[config.mk]
export PLATFORM = sky130hd
export DESIGN_NAME = shift_decode_stage
export DESIGN_NICKNAME = d
export VERILOG_FILES = /design/src/rtl/shift_decode_stage_pkg.sv /design/src/rtl/shift_decode_stage_base3.sv /design/src/rtl/shift_decode_stage.sv
export SDC_FILE = /design/constraint.sdc
export NUM_CORES = 1
export LEC_CHECK = 0
export CAP_MARGIN = 10
export CORE_MARGIN = 3
export CORE_UTILIZATION = 45
export DETAILED_ROUTE_END_ITERATION = 8
export PLACE_DENSITY = 0.72
export SLEW_MARGIN = 20
export SYNTH_ARGS = -nofsm -noshare
export SYNTH_HDL_FRONTEND = slang
export SYNTH_SLANG_ARGS = --single-unit
[constraint.sdc]
create_clock -name Clk -period 3.4 [get_ports Clk]
set_clock_uncertainty 0.2 [all_clocks]
set_input_delay 0.68 -clock Clk [delete_from_list [all_inputs] [get_ports Clk]]
set_output_delay 0.68 -clock Clk [all_outputs]
set_load 0.01 [all_outputs]
[src/rtl/shift_decode_stage_pkg.sv]
// Shared opcode encodings and the buffered entry layout for shifter front-ends.
package shift_decode_stage_pkg;

  // Widest operand any front-end may carry; narrower stages zero-extend into it.
  localparam int unsigned MAX_DATA_W = 64;

  typedef enum logic [1:0] {
    OP_SLL = 2'b00,
    OP_SRA = 2'b01,
    OP_ROR = 2'b10,
    OP_RSV = 2'b11
  } op_e;

  typedef struct packed {
    op_e                   op;
    logic [MAX_DATA_W-1:0] data;
    logic [1:0]            d2;
    logic [1:0]            d1;
    logic [1:0]            d0;
    logic                  error;
  } entry_t;

endpackage

[src/rtl/shift_decode_stage_base3.sv]
// Combinational 4-bit amount to base-3 digits (weights 1, 3, 9); digits never exceed 2.
module amount_to_base3 (
  input  logic [3:0] amount,
  output logic [1:0] d0,
  output logic [1:0] d1,
  output logic [1:0] d2
);

  logic [3:0] r9;

  always_comb begin
    d2 = 2'd0;
    d1 = 2'd0;
    d0 = 2'd0;
    r9 = amount;
    if (amount >= 4'd9) begin
      d2 = 2'd1;
      r9 = amount - 4'd9;
    end
    // r9 is 0..8 here, so each remainder below fits in two bits.
    if (r9 >= 4'd6) begin
      d1 = 2'd2;
      d0 = 2'(r9 - 4'd6);
    end else if (r9 >= 4'd3) begin
      d1 = 2'd1;
      d0 = 2'(r9 - 4'd3);
    end else begin
      d0 = r9[1:0];
    end
  end

endmodule

[src/rtl/shift_decode_stage.sv]
// Shift request buffer: converts the amount to base-3 digits at enqueue and holds a FIFO of entries.
// Optional request/error counters when SHIFT_DECODE_STATS_EN is defined.
module shift_decode_stage
  import shift_decode_stage_pkg::*;
#(
  parameter int unsigned DEPTH = 2,
  parameter int unsigned WIDTH = 16
) (
  input  logic             Clk,
  input  logic             Rst,
  input  logic             In_Valid,
  output logic             In_Ready,
  input  logic [1:0]       In_Op,
  input  logic [WIDTH-1:0] In_Data,
  input  logic [3:0]       In_Amount,
  output logic             Out_Valid,
  input  logic             Out_Ready,
  output logic [1:0]       Out_Op,
  output logic [WIDTH-1:0] Out_Data,
  output logic [1:0]       Base3_0,
  output logic [1:0]       Base3_1,
  output logic [1:0]       Base3_2,
  output logic             Out_Error
`ifdef SHIFT_DECODE_STATS_EN
  ,
  output logic [15:0]      Stat_Count,
  output logic [7:0]       Stat_Errors
`endif
);

  localparam int unsigned PTR_W = $clog2(DEPTH);
  localparam int unsigned CNT_W = $clog2(DEPTH + 1);

  entry_t             mem [DEPTH];
  logic [PTR_W-1:0]   wr_ptr, rd_ptr;
  logic [CNT_W-1:0]   count;
  logic               push, pop, rsv;
  logic [1:0]         dig0, dig1, dig2;
  entry_t             new_entry;

  logic [1:0]         last_op;
  logic [WIDTH-1:0]   last_data;
  logic [1:0]         last_d0, last_d1, last_d2;
  logic               last_error;

  amount_to_base3 u_base3 (
    .amount (In_Amount),
    .d0     (dig0),
    .d1     (dig1),
    .d2     (dig2)
  );

  assign In_Ready  = (count != CNT_W'(DEPTH));
  assign Out_Valid = (count != '0);
  assign push      = In_Valid && In_Ready;
  assign pop       = Out_Valid && Out_Ready;
  assign rsv       = (In_Op == OP_RSV);

  always_comb begin
    new_entry       = '0;
    new_entry.op    = op_e'(In_Op);
    new_entry.data  = MAX_DATA_W'(In_Data);
    new_entry.d0    = rsv ? 2'd0 : dig0;
    new_entry.d1    = rsv ? 2'd0 : dig1;
    new_entry.d2    = rsv ? 2'd0 : dig2;
    new_entry.error = rsv;
  end

  always_ff @(posedge Clk) begin
    if (Rst) begin
      wr_ptr     <= '0;
      rd_ptr     <= '0;
      count      <= '0;
      last_op    <= '0;
      last_data  <= '0;
      last_d0    <= '0;
      last_d1    <= '0;
      last_d2    <= '0;
      last_error <= 1'b0;
    end else begin
      if (push) begin
        mem[wr_ptr] <= new_entry;
        wr_ptr      <= wr_ptr + PTR_W'(1);
      end
      if (pop) begin
        rd_ptr     <= rd_ptr + PTR_W'(1);
        last_op    <= mem[rd_ptr].op;
        last_data  <= mem[rd_ptr].data[WIDTH-1:0];
        last_d0    <= mem[rd_ptr].d0;
        last_d1    <= mem[rd_ptr].d1;
        last_d2    <= mem[rd_ptr].d2;
        last_error <= mem[rd_ptr].error;
      end
      if (push && !pop)
        count <= count + CNT_W'(1);
      else if (pop && !push)
        count <= count - CNT_W'(1);
    end
  end

  // The head slot is never the write target while occupied, so it stays stable under backpressure.
  always_comb begin
    if (Out_Valid) begin
      Out_Op    = mem[rd_ptr].op;
      Out_Data  = mem[rd_ptr].data[WIDTH-1:0];
      Base3_0   = mem[rd_ptr].d0;
      Base3_1   = mem[rd_ptr].d1;
      Base3_2   = mem[rd_ptr].d2;
      Out_Error = mem[rd_ptr].error;
    end else begin
      Out_Op    = last_op;
      Out_Data  = last_data;
      Base3_0   = last_d0;
      Base3_1   = last_d1;
      Base3_2   = last_d2;
      Out_Error = last_error;
    end
  end

`ifdef SHIFT_DECODE_STATS_EN
  always_ff @(posedge Clk) begin
    if (Rst) begin
      Stat_Count  <= '0;
      Stat_Errors <= '0;
    end else if (push) begin
      if (Stat_Count != '1)
        Stat_Count <= Stat_Count + 16'd1;
      if (rsv && Stat_Errors != '1)
        Stat_Errors <= Stat_Errors + 8'd1;
    end
  end
`endif

endmodule

* Word-level counts from Yosys, hierarchy flattened
Memories as Yosys holds them, arrays and structs flattened. A register that Yosys moved wholly into a read port is not among the register bits.
Index checks and enable logic that the tools add are counted.
W data, S select, Z words.
** Word-level totals
- Bits in writable memories :: 50
- Memories kept :: 1
- Output and inout bits :: 27
- Input bits :: 26
- Register bits after elaboration :: 29
- Word-level logic and storage cells :: 52
** Operators by class
- Reductions and logical operators :: 8
- Multiplexer cells :: 22
- $add $sub $neg :: 7
- Order comparisons :: 3
- Equality and inequality tests :: 2
** Memories
- mem :: words 2, width 25, read ports 1, clocked after memory_dff 1, write ports 1, RTL line shift_decode_stage.sv:34 : entry_t mem [DEPTH];
** Operators by type and width (count)
- $mux W2 :: 12
- $mux W16 :: 1
- $mux W1 :: 8
- $ge A4 B2 Y1 const B :: 1
- $ge A4 B3 Y1 const B :: 1
- $ge A4 B4 Y1 const B :: 1
- $logic_and A1 B1 Y1 :: 4
- $mux W4 :: 1
- $reduce_bool A2 Y1 :: 2
- $sub A2 B2 Y2 const B :: 2
- $sub A4 B4 Y4 const B :: 1
- $add A1 B1 Y1 const B :: 2
- $add A2 B1 Y2 const B :: 1
- $eq A2 B2 Y1 const B :: 1
- $logic_not A1 Y1 :: 2
- $ne A2 B2 Y1 const B :: 1
- $sub A2 B1 Y2 const B :: 1

* Depth between registers and ports, before layout
Gate-level depths: netlist (run 1).
- Word-level depth :: 6
- Mapped depth :: 10
- Depth with buffers taken out :: 7

* Hierarchy
Synthesis (run 1) repeated with hierarchy kept, for this count alone.
** Second synthesis, totals
- Cell total of the unflattened synthesis :: 283
- Area, all modules :: 3507.1 µm²
** By module, submodules not included
- shift_decode_stage :: cells each 254, instances 1, seq. area each 2102.0 µm², area an instance 3276.9 µm²
- amount_to_base3 :: cells each 29, instances 1, seq. area each 0.0 µm², area an instance 230.2 µm²

* Least setup slack after synthesis (run 1)
No wires, ideal clock.
- Kind :: input-to-reg
- From :: in Rst
- To :: mem mem[0][0] (netlist bit), enable pin
- Buffers on the path :: 1
- Path slack :: 0.127 ns
- Setup time :: 0.435 ns
- Cell stages on the path :: 2
- Arrival time :: 2.637 ns
- Data required time :: 2.765 ns
- Cells stage by stage :: buf_1 -> nor3_1
** On the way
- Word-level cells in the longest chain between the ends :: 2
** Ends and longest elaborated chain
- start: declaration :: RTL line shift_decode_stage.sv:10 : input logic Rst,
- $mux W1 :: RTL line shift_decode_stage.sv:70 : if (Rst) begin
- $mux W1 (implied by the code) :: RTL line shift_decode_stage.sv:82 : mem[wr_ptr] <= new_entry;
- end: declaration :: RTL line shift_decode_stage.sv:34
Every way passes these cells.

==> results of run 1 <==
[cells in the mapped netlist (2+ instances only)]
cell	count	share of area
nand2_1	4	0.0044
buf_2	9	0.013
buf_4	2	0.0044
o311a_1	2	0.0058
a21oi_1	25	0.036
a21boi_0	2	0.0044
xnor2_1	2	0.0051
mux2i_1	24	0.070
clkbuf_1	5	0.0055
nand3_1	2	0.0029
edfxtp_1	48	0.42
ha_1	3	0.011
buf_6	5	0.016
nor2_1	59	0.065
inv_1	6	0.0066
a211oi_2	24	0.088
o21ai_0	2	0.0029
xor2_1	3	0.0077
o211ai_1	2	0.0044
dfxtp_1	29	0.17
[state kept, by name, indices dropped and copies added (netlist names), named ones only]
signal and count:
count 2, mem 48, last_error 1, wr_ptr 1
last_d2 1, last_d0 2, last_op 2, last_d1 2
last_data 16, rd_ptr 1
[stage by stage]
step	util	worst slack [ns]	cell area, µm²	instances
global placement	0.5487	0.4711	4023	420
detailed placement	0.5487	0.4127	4023	420
floorplan	-	0.1274	3428	283
CTS	0.5767	0.3910	4228	436
finish	0.5767	0.4350	4228	436
global route	0.5767	0.3003	4228	436
[routing by layer]
| metal | part of all wire | vias up |
|---|---|---|
| li1 | - | 1114 |
| met1 | 0.43 | 1040 |
| met2 | 0.52 | 54 |
| met3 | 0.048 | 6 |
| met4 | 0.011 | 0 |
| met5 | 0 | - |
[cell families (layout without fill, tap and decap cells)]
family / after synthesis / in the layout / share of synthesized area
AOI/OAI and AO/OA: 66 / 66 / 0.1631
xor gates and xnor gates: 6 / 6 / 0.01752
DFF: 77 / 77 / 0.5898
other: 1 / 1 / 0.001094
and+or+nand+nor: 78 / 78 / 0.1004
muxes: 24 / 24 / 0.07007
buffers and inverters: 28 / 82 / 0.04708
adders and majority gates: 3 / 3 / 0.01095
[final timing paths]
kind	end	from	slack (ns)	cells past startpoint
worst max-delay path	Base3_2[0]	flop	0.44	4
worst min-delay path	count[1]	count[1]	0.31	2
worst max register to register	last_data[1]	count[0]	1.13	6
worst min register to register	count[1]	count[1]	0.31	2
[layout make-up]
| cell class | instances | area (µm²) | share of cell area |
|---|---|---|---|
| flip-flops and latches | 77 | 2022 | 0.4782 |
| inverters | 6 | 22.52 | 0.005327 |
| repair buffers | 60 | 598.1 | 0.1415 |
| well taps | 99 | 123.9 | 0.02930 |
| multi-input cells | 178 | 1256 | 0.2971 |
| clock buffers | 10 | 127.6 | 0.03019 |
| clock inverters | 6 | 77.57 | 0.01835 |
[worst max-delay path, stage by stage (launching register included)]
cell and delay, ns:
dfxtp_1 0.60, buf_12 0.22, mux2i_1 0.30, a21oi_1 0.11
clkdlybuf4s50_1 0.52
[power breakdown]
group | internal, µW | switching (µW) | leakage (µW)
clock | 406 | 302 | 0.000105
sequential | 1160 | 79.5 | 0.000680
combinational | 800 | 812 | 0.000666
total | 2360 | 1190 | 0.00145
==> impl_metrics.csv, run 1 <==
group,metric,value,unit
status,status,"finished clean",
clocking,clock_latency,0.33,ns
pwr,ir_drop,281.0,µV
sta,min_period_over_period,0.8721,
global_route,grt_busiest_layer,"met2",
clocking,path_clk_slew,0.07,ns
pwr,powerDensity,840.9,nW/µm²
job,drv_cap,0,
clocking,clk_path_buf_depth,2,
die,num_io_pins,53,
yosys,synth_area_per_cell,12.11,µm²
detailed_routing,drc,0,
yosys,synth_ff_type,"edfxtp_1",
clocking,cts_tree,"yes",
sta,drv_slew,0,
sta,maxSlewHeadroom,0.4274,
clocking,post-cts-setup-buffers,0,
critical_path,crit_required,2.52,ns
clocking,postCtsHoldBufs,0,
global_route,overflow,0,
sta,fin_hold_ws,0.3130,ns
global_route,use_met2,0.2513,
sta,rsz0062_at_grt,"no",
sta,max_slew.worst_pin.slew,0.8589,ns
critical_path,cp.arrival,2.08,ns
detailed_routing,post_drt_wl_per_cell,14.07,µm
pwr,p_leak,0.001451,µW
clocking,cts_sinks,77,
yosys,synthDistinctLibCells,45,
sta,min_period,2.965,ns
sta,setup_viol,0,
global_route,use_met1,0.1791,
final_layout,antenna_cells,0,
die,start_util,0.4677,
global_route,first_global_vias,2194,
detailed_routing,via_per_inst,5.078,
yosys,syn_inst,283,
final_layout,fin_nets,361,
sta,report.final.hold_viol_count,0,
placed_design,dp_hpwl,4.056,mm
yosys,ys_warn_count,0,
final_layout,num-fill-cells,590,
critical_path,setup.worst_path.end_class,"output port",
pwr,total_power,3555,µW
detailed_routing,via_count,2214,
die,core_area,7331,µm²
sta,fmax,0.3373,GHz
global_route,grt_pass1_wl,10.01,mm
die,die_w,93.29,µm
sta,tns,0,ns
final_layout,final_cell_mix,"nor2_1 (59), clkdlybuf4s50_1 (50), edfxtp_1 (48)",
yosys,synthArstFlopShare,0,
final_layout,synthToLayoutAreaGrowth,23.32,%
clocking,numCtsBuffers,9,
critical_path,critPathKind,"reg -> out",
detailed_routing,drt_iter0_markers,109,
die,fp-row-count,31,
global_route,grt_use_total,0.1476,
final_layout,drive_gt1_frac,0.1662,
critical_path,worst-path-max-fanout,12,
global_route,grt_max_degree,50,
global_route,grt_util_met3,0.02816,
yosys,synth_edf_count,48,
placed_design,gp_congestion,0.7431,
yosys,syn_area,3428,µm²
yosys,synthesis.nets,312,
final_layout,final_common_cell,"nor2_1",
global_route,antenna_found_initial,0,
min_path,min_path_type,"reg -> reg",
die,die_area,8702,µm²
yosys,ys_seq_area_frac,0.5898,
die,die_height,93.29,µm
detailed_routing,detail-route-antenna-nets,0,
clocking,cts-resized-gates,0,
placed_design,io_buffers,51,
clocking,cts_root_buffer,"clkbuf_8",
yosys,ys_seq_elements,77,
critical_path,crit_path_start_kind,"flop",
clocking,htreeDepth,3,
detailed_routing,drt_wl_total,6.133,mm
detailed_routing,first_pass_iters,4,
(Power assumes the default switching activity.)
==> run 2, diff against run 1 <==
Settings changed: ABC_AREA from default to 1, PLACE_DENSITY 0.72 to 0.73.
==> impl_metrics.csv, run 2 <==
group,metric,value,unit
clocking,postCtsHoldBufs,0,
global_route,grt_max_degree,52,
yosys,yosys-top-cells-area,"edfxtp_1 (43%), dfxtp_1 (17%), a211oi_2 (9.0%)",
detailed_routing,met1_length,2.609,mm
final_layout,multiInputGateArea,1146,µm²
placed_design,io_buffers,51,
sta,report.final.hold_viol_count,0,
detailed_routing,drt_wl_total,6.217,mm
clocking,cts_tree,"yes",
sta,fmax,0.3355,GHz
final_layout,largest_reg_flops,48,
sta,setup_viol,0,
placed_design,gp_congestion,0.7119,
min_path,min_path_type,"reg -> reg",
placed_design,placed_cell_area,3910,µm²
critical_path,crit_path_start_kind,"flop",
pwr,p_leak,0.001438,µW
global_route,overflow,0,
clocking,path_clk_slew,0.07,ns
yosys,ys_seq_area_frac,0.6073,
clocking,post-cts-setup-buffers,0,
yosys,synth_common_cells,"edfxtp_1 (48), nand2_1 (45), dfxtp_1 (29), nor2_1 (29), o21ai_0 (29)",
yosys,syn_area,3329,µm²
clocking,clock_latency,0.34,ns
critical_path,worst-path-max-fanout,26,
detailed_routing,dr_wl_met2,3.191,mm
final_layout,largest-register,"mem",
sta,tns,0,ns
die,core_area,6982,µm²
min_path,hold_depth,1,
final_layout,final_cell_mix,"clkdlybuf4s50_1 (50), edfxtp_1 (48), nand2_1 (45)",
global_route,grt_pass1_wl,10.23,mm
yosys,synthesis.nets,314,
global_route,grt_use_total,0.1573,
detailed_routing,drc,0,
die,num_io_pins,53,
die,die_w,92.02,µm
final_layout,final_common_cell,"clkdlybuf4s50_1",
status,status,"finished clean",
min_path,holdCritStartpoint,"rd_ptr",
clocking,cts_root_buffer,"clkbuf_8",
yosys,yosysMostFrequentCell,"edfxtp_1",
final_layout,num-fill-cells,604,
yosys,ys_warn_count,0,
yosys,synth_ff_type,"edfxtp_1",
critical_path,critPathKind,"reg -> out",
critical_path,regToRegSetupSlack,1.12,ns
pwr,powerDensity,761.9,nW/µm²
sta,max_slew.worst_pin.slew,0.6159,ns
job,drv_cap,0,
critical_path,reg2reg_depth,9,
die,die_area,8467,µm²
detailed_routing,first_pass_iters,4,
sta,min_period_over_period,0.8767,
detailed_routing,met3WireLength,274,µm
detailed_routing,via_per_inst,5.069,
final_layout,fin_nets,365,
min_path,hold_end,"rd_ptr",
detailed_routing,via_count,2210,
clocking,cts-resized-gates,0,
sta,rsz0062_at_grt,"no",
final_layout,drive_gt1_frac,0.1647,
final_layout,fin_area,4079,µm²
sta,drv_slew,0,
sta,maxSlewHeadroom,0.5894,
final_layout,ff_latch_area,2022,µm²
detailed_routing,post_drt_wl_per_cell,14.26,µm
clocking,cts_sinks,77,
yosys,ys_seq_elements,77,
clocking,htreeDepth,3,
final_layout,final_util,0.5842,
critical_path,reg2reg_to,"count[1]",
yosys,synth_edf_count,48,
yosys,synth_top_area_frac,0.4329,
critical_path,crit_required,2.52,ns
yosys,yosysTopAreaCell,"edfxtp_1",
clocking,numCtsBuffers,9,
final_layout,synthToLayoutAreaGrowth,22.51,%
placed_design,dp_hpwl,4.158,mm
detailed_routing,dr.max_layer_used,"met4",
global_route,first_global_vias,2183,
clocking,clk_path_buf_depth,2,
sta,fin_hold_ws,0.2568,ns
critical_path,cp.arrival,2.10,ns
pwr,ir_drop,305.2,µV
detailed_routing,drt_iter0_markers,57,
die,fp-row-count,30,
global_route,antenna_found_initial,0,
sta,min_period,2.981,ns
die,die_height,92.02,µm
die,start_util,0.4769,
yosys,synth_area_per_cell,11.68,µm²
yosys,synthDistinctLibCells,24,
final_layout,largest_registers,"mem: 48 flops, last_data: 16 flops",
critical_path,setup.worst_path.end_class,"output port",
detailed_routing,detail-route-antenna-nets,0,
yosys,synthArstFlopShare,0,
final_layout,antenna_cells,0,
critical_path,r2r_start,"count[1]",
yosys,syn_inst,285,
[run 2: cell count changes after synthesis, moves of 4 or more]
cell | before | now
a21oi_1 | 25 | 8
buf_4 | 2 | 6
inv_1 | 6 | 11
nand2_1 | 4 | 45
nor2_1 | 59 | 29
o21ai_0 | 2 | 29
[run 2: worst max-delay path by stage]
stage                        end          from  cells past startpoint
detailed placement     mem[0][1]  In_Amount[0]                     11
CTS                 Out_Data[15]      count[1]                      5
floorplan              mem[0][0]           Rst                      3
global placement       mem[0][1]  In_Amount[1]                     11
finish              Out_Data[15]      count[1]                      5
global route         Out_Data[0]      count[1]                      5
[run 2: cell families after synthesis]
group | Yosys count | share of synthesized area
simple gates | 87 | 0.1097
flops | 77 | 0.6073
compound gates | 61 | 0.1458
buf+inv | 32 | 0.05261
mux | 24 | 0.07215
fa+ha+maj | 3 | 0.01128
other cells | 1 | 0.001126
[run 2: cell type report]
type | instances | share of cell area
flip-flops and latches | 77 | 0.4957
multi-input cells | 176 | 0.2810
repair buffers | 57 | 0.1380
clock buffers | 13 | 0.03896
well taps | 96 | 0.02945
inverters | 15 | 0.01442
clock inverters | 2 | 0.002454
[run 2: critical path: stages (launching register included)]
cell             delay, ns
dfxtp_1               0.35
nor2_4                0.44
buf_4                 0.28
nand2_1               0.06
o21ai_0               0.08
clkdlybuf4s50_1       0.56
[run 2: where the power goes]
part	leakage (µW)	internal (µW)	switching (µW)
registers	0.000680	1150	73.4
clock network	0.0000893	299	295
logic	0.000668	590	699
total	0.00144	2040	1070
[run 2: metrics by stage]
step / total power, µW / worst slack [ns] / cells
detailed placement: 2546 / 0.7192 / 421
global route: 3303 / 0.2123 / 436
floorplan: 2019 / 0.6753 / 285
finish: 3108 / 0.4194 / 436
global placement: 2507 / 0.7503 / 421
CTS: 3145 / 0.3719 / 436
[run 2: per-layer routing]
metal	vias up	global-route usage
met2	48	0.2737
met5	-	0
met4	0	0.07921
li1	1105	-
met3	11	0.03610
met1	1046	0.1807
==> run 3, diff against run 2 <==
Settings changed: SKIP_CTS_REPAIR_TIMING from default to 1.
==> results of run 3 <==
Final layout, timing and power as in run 2 (identical DEF).
